File: config.mk
export PLATFORM = sky130hd
export DESIGN_NAME = uart_frame_rx
export DESIGN_NICKNAME = d
export VERILOG_FILES = /design/src/rtl/uart_frame_rx.sv
export SDC_FILE = /design/constraint.sdc
export NUM_CORES = 1
export LEC_CHECK = 0
export CORE_MARGIN = 10
export CORE_UTILIZATION = 65
export DETAILED_ROUTE_END_ITERATION = 6
export PLACE_DENSITY = 0.92
export SYNTH_ARGS = -nofsm -noshare
export SYNTH_HDL_FRONTEND = slang
export SYNTH_SLANG_ARGS = --single-unit
File: constraint.sdc
create_clock -name clk -period 6.45 [get_ports clk]
set_clock_uncertainty 0.15 [all_clocks]
set_input_delay 1.29 -clock clk [delete_from_list [all_inputs] [get_ports clk]]
set_output_delay 1.29 -clock clk [all_outputs]
set_load 0.05 [all_outputs]
File: src/rtl/uart_frame_rx.sv
// uart_frame_rx: SOF/length/checksum framed-packet receiver that releases only verified payloads.
// Define UART_FRAME_TIMEOUT_EN to abort frames that stall for TIMEOUT_CYCLES between bytes.
module uart_frame_rx #(
    parameter int         MAX_LEN        = 16,
    parameter logic [7:0] SOF            = 8'hA5,
    parameter int         TIMEOUT_CYCLES = 1_250_000
) (
    input  logic       clk,
    input  logic       reset,
    input  logic [7:0] in_data,
    input  logic       in_valid,
    output logic       in_ready,
    output logic [7:0] out_data,
    output logic       out_valid,
    input  logic       out_ready,
    output logic       out_last,
    output logic       frame_ok,
    output logic       frame_err,
    output logic [1:0] err_code
);
    localparam int IW = (MAX_LEN > 1) ? $clog2(MAX_LEN) : 1;
    localparam logic [7:0] MAX_L = 8'(MAX_LEN);

    typedef enum logic [2:0] {IDLE, LEN, PAYLOAD, CSUM, DRAIN} state_t;
    state_t state_q, state_d;

    logic [7:0]    buf_q [MAX_LEN];
    logic [7:0]    len_q, len_d, sum_q, sum_d;
    logic [IW-1:0] idx_q, idx_d;
    logic          frame_ok_q, frame_ok_d, frame_err_q, frame_err_d;
    logic [1:0]    err_code_q, err_code_d;
    logic          acc, busy, at_last, bad_len, sum_ok, drain_hs, tmo_hit;

    assign in_ready  = state_q != DRAIN;
    assign acc       = in_valid && in_ready;
    assign busy      = state_q inside {LEN, PAYLOAD, CSUM};
    assign at_last   = 8'(idx_q) == len_q - 8'd1;
    assign bad_len   = in_data == 8'd0 || in_data > MAX_L;
    assign sum_ok    = (sum_q + in_data) == 8'd0;
    assign out_valid = state_q == DRAIN;
    assign drain_hs  = out_valid && out_ready;
    assign out_last  = out_valid && at_last;
    assign out_data  = out_valid ? buf_q[idx_q] : 8'h00;
    assign frame_ok  = frame_ok_q;
    assign frame_err = frame_err_q;
    assign err_code  = err_code_q;

`ifdef UART_FRAME_TIMEOUT_EN
    localparam int TW = $clog2(TIMEOUT_CYCLES + 1);
    logic [TW-1:0] tmo_q;
    // Counts consecutive idle cycles inside a frame; any accepted byte restarts it.
    assign tmo_hit = busy && !acc && tmo_q == TW'(TIMEOUT_CYCLES - 1);
    always_ff @(posedge clk or negedge reset) begin
        if (!reset) tmo_q <= '0;
        else        tmo_q <= (busy && !acc) ? tmo_q + TW'(1) : '0;
    end
`else
    assign tmo_hit = 1'b0;
`endif

    always_ff @(posedge clk or negedge reset) begin
        if (!reset) state_q <= IDLE;
        else        state_q <= state_d;
    end

    always_comb begin
        state_d = state_q;
        case (state_q)
            IDLE:    if (acc && in_data == SOF) state_d = LEN;
            LEN:     if (acc) state_d = bad_len ? IDLE : PAYLOAD;
            PAYLOAD: if (acc && at_last) state_d = CSUM;
            CSUM:    if (acc) state_d = sum_ok ? DRAIN : IDLE;
            DRAIN:   if (drain_hs && at_last) state_d = IDLE;
            default: state_d = IDLE;
        endcase
        if (tmo_hit) state_d = IDLE;
    end

    always_comb begin
        len_d       = len_q;
        sum_d       = sum_q;
        idx_d       = idx_q;
        frame_ok_d  = 1'b0;
        frame_err_d = 1'b0;
        err_code_d  = err_code_q;
        case (state_q)
            LEN: if (acc) begin
                if (bad_len) begin
                    frame_err_d = 1'b1;
                    err_code_d  = 2'd1;
                end else begin
                    len_d = in_data;
                    sum_d = in_data;
                    idx_d = '0;
                end
            end
            PAYLOAD: if (acc) begin
                sum_d = sum_q + in_data;
                idx_d = idx_q + IW'(1);
            end
            CSUM: if (acc) begin
                frame_ok_d  = sum_ok;
                frame_err_d = !sum_ok;
                idx_d       = '0;
                if (!sum_ok) err_code_d = 2'd2;
            end
            DRAIN: if (drain_hs) idx_d = at_last ? '0 : idx_q + IW'(1);
            default: ;
        endcase
        if (tmo_hit) begin
            frame_err_d = 1'b1;
            err_code_d  = 2'd3;
        end
    end

    always_ff @(posedge clk or negedge reset) begin
        if (!reset) begin
            len_q       <= '0;
            sum_q       <= '0;
            idx_q       <= '0;
            frame_ok_q  <= 1'b0;
            frame_err_q <= 1'b0;
            err_code_q  <= 2'd0;
        end else begin
            len_q       <= len_d;
            sum_q       <= sum_d;
            idx_q       <= idx_d;
            frame_ok_q  <= frame_ok_d;
            frame_err_q <= frame_err_d;
            err_code_q  <= err_code_d;
        end
    end

    // Payload storage needs no reset: it is only read back after a full frame has been written.
    always_ff @(posedge clk) begin
        if (state_q == PAYLOAD && acc) buf_q[idx_q] <= in_data;
    end
endmodule

==> summary.md <==
| Metric | Value |
|---|---|
| Status | completed |
| Setup_tns | 0 ns |
| Crit-path slowest cell | dfrtp_1 |
| DRT Wirelength | 16.4 mm |
| Sequential fraction of design power | 0.449 |
| Crit share post-route | 0.823 |
| Cell Area, Synth | 6780 um2 |
| Starting density of the core | 0.662 |
| Slew Limit Fails | 0 |
| First-pass GRT wire length | 25.0 mm |
| Post-synthesis instance total | 399 |
| Arr. time, crit path | between 3 and 4 ns |
| Synth area leader | edfxtp_1 |
| Placed Area | about 7100 um2 |
| Asr flop ratio synth | 0.174 |
| Flop and latch count out of synthesis | 155 |
| Via count | 4127 |
| Ant diodes | 0 |
| Worst setup EP type | output pin |
| Fmax | 188 MHz |
| TritonCTS Buffers | 17 |
| Pre-antenna DRT Iters | 5 |
| H-tree levels | 4 |
| Combinational power share | 0.193 |
| CP peak stage delay | ~0.83 ns |
| Clock sink count | 155 |
| Worst hold slack | 0.337 ns |
| Final setup viols | 0 |
| Total grt overflow | 0 |
| Die footprint | 14900 um2 |
| Mean post-synth cell area | about 17 um2 |
| Pint | 0.00184 W |
| Clock slew at reported path FFs | roughly 0.07 ns |
| Hold_buf cts | 0 |
| YS warnings | 0 |
| I/O Pins | 27 |
| Vias per inst | roughly 7 |
| Area of the multi-input gates | 2090 um2 |
| Root Buffer | clkbuf_8 |
| R2R setup slack | 3.08 ns |
| Area grow syn2layout | 13.6% |
| DR WL/cell | about 28 um |
| Number of global-route vias before repair | 4233 |
| Clk network pwr share | 0.359 |
| Post-route cell area | 7700 um2 |
| Worst path bufs/invs | 2 |
| Post-CTS setup buffer count | 0 |
| CP required | 5.01 ns |
| Setup CP Type | register to output pin |
| Most frequent cell after synthesis | edfxtp_1 |
| Synth top area cells | edfxtp_1 57%, mux4_2 12%, dfrtp_1 10% |
| Number of port buffers | 26 |
| Worst-path cell chain | buf_4, xor2_1, and4_1, o211ai_1, or3_1, nor2_1, clkdlybuf4s50_1 |
| Netlist cell types | 59 |
| CP startpoint kind | register |
| CP Max Fanout | 24 |
| Dpl hpwl | 9.60 mm |
| ANT nets after route | 0 |
| CTS tree | built |
| Number of enable flip-flop cells after synthesis | approximately 130 |
| Maximum number of pins on one net before global-route repair | 38 |
| Worst-margin pin slew | 1.14 ns |
| FF+latch area | 4520 um2 |
| Maxcap violations | 0 |
| DRC Markers | 0 |
| Net switching power | 0.000776 W |
| Clk Latency, worst-skew pair | 0.54 ns |
| Switching Share | 0.297 |
| Post-CTS sizing | 0 |
| Max Root-Sink Buffers | 2 |
| Die width | between 100 and 150 um |
| Site row count | 37 |
| Fin. Hold Viols | 0 |
| Sequential element share of the synthesized area | 0.667 |
| Top FF cell, synth | edfxtp_1 |
| Leak Pwr | 2.68 nW |
| CP top delay family | buffers and inverters |
| Area share of the largest cell type after synthesis | 0.567 |
| Pwr dens | 339 nW/um2 |
| Peak supply drop | 0.293 mV |
| Total GRT Usage | 0.229 |
| Share of cells above drive strength 1 | 0.194 |
| Relative slew slack | 0.234 |
| DRT iter0 DRCs | 653 |
| GP Congestion | 0.829 |
| Core box area | 10200 um2 |
| Syn Nets | 424 |
| Chip height | 122 um |
| Fin crit period | about 5.3 ns |
| Most instantiated cells after synthesis | 128 x edfxtp_1, 36 x mux4_2, 27 x dfrtp_1, 25 x nor2_1, 20 x nand2_1 |
| FILL cells | 492 |
| RSZ-0062 raised after global routing | no |
| HP Class | register to register |
| Nets | 460 |
| Antenna violations before repair | 0 |
==> state kept, by name, indices dropped and copies added, names as in the netlist <==
name,flops
state_q,3
len_q,8
sum_q,8
idx_q,4
frame_ok,1
frame_err,1
buf_q,128
err_code,2
==> cells by family after synthesis <==
logic type / after synthesis / synth area share
AO/OA/AOI/OAI: 48 / 0.0491
buffers and inverters: 29 / 0.0253
AND/OR/NAND/NOR: 100 / 0.0790
multiplexers: 44 / 0.141
adder cells (fa/ha/maj): 13 / 0.0251
XOR/XNOR: 10 / 0.0129
flip-flops: 155 / 0.667
==> cell usage in the layout, fill, tap and decap left out, types with 4 or more instances in the layout <==
master           count
edfxtp_1           128
o22ai_1              4
nor2b_1              5
and2_1              11
inv_6                5
a21oi_1              7
ha_1                12
o21ai_0             11
nor3_1              10
dfrtp_1             26
clkbuf_16           16
clkdlybuf4s50_1     26
nand2_1             20
xor2_1               7
buf_4                8
nor2_1              25
mux4_1               4
nand2b_1             7
mux4_2              36
inv_1               12
==> metal layers <==
layer | global-route usage | share of wire
met1 | 0.278 | 0.33
met2 | 0.378 | 0.51
met3 | 0.0638 | 0.12
met4 | 0.103 | 0.039
met5 | 0 | 0
==> final cells by class <==
class,count,share of cell area
clock inverter,15,0.0182
tap,136,0.0221
sequential,155,0.587
timing repair buffer,34,0.0416
inverter,12,0.00585
clock buffer,17,0.0538
multi-input combinational,215,0.271
==> worst register-to-register path, stage by stage, from the launching register on <==
cell and delay [ns]:
dfrtp_1 0.58, nor3b_1 0.59, and2_1 0.53, nand2_1 0.26, nor2_1 0.87
==> path summary, 6_finish.rpt <==
path | startpoint | to | cells after the start
min reg2reg | sum_q[4]$_DFFE_PN0P_ | sum_q[4]$_DFFE_PN0P_ | 1
max in group asynchronous | reset | idx_q[0]$_DFFE_PN0P_ | 2
min in group asynchronous | reset | state_q[1]$_DFFE_PN0P_ | 2
min | sum_q[4]$_DFFE_PN0P_ | sum_q[4]$_DFFE_PN0P_ | 1
max | idx_q[1]$_DFFE_PN0P_ | out_last | 7
max reg2reg | state_q[1]$_DFFE_PN0P_ | buf_q[4][5]$_DFFE_PP_ | 4
==> power groups by stage <==
stage	Combinational (W)	Clock (W)	Sequential, W
after floorplan	0.000403	0	0.00112
after global placement	0.000470	0	0.00119
after detailed placement	0.000486	0	0.00119
after CTS	0.000502	0.000937	0.00117
after global routing	0.000522	0.000977	0.00118
final	0.000503	0.000936	0.00117
==> per-stage QoR <==
stage | instances | power [W] | setup WS (ns) | util
after global placement | 552 | 0.00166 | 1.86 | 0.698
final | 584 | 0.00261 | 1.14 | 0.753
after CTS | 584 | 0.00261 | 1.21 | 0.753
after detailed placement | 552 | 0.00167 | 1.67 | 0.698
after global routing | 584 | 0.00267 | 1.06 | 0.753
after floorplan | 399 | 0.00152 | 2.77 | -
Power figures use the tool's default switching activity.
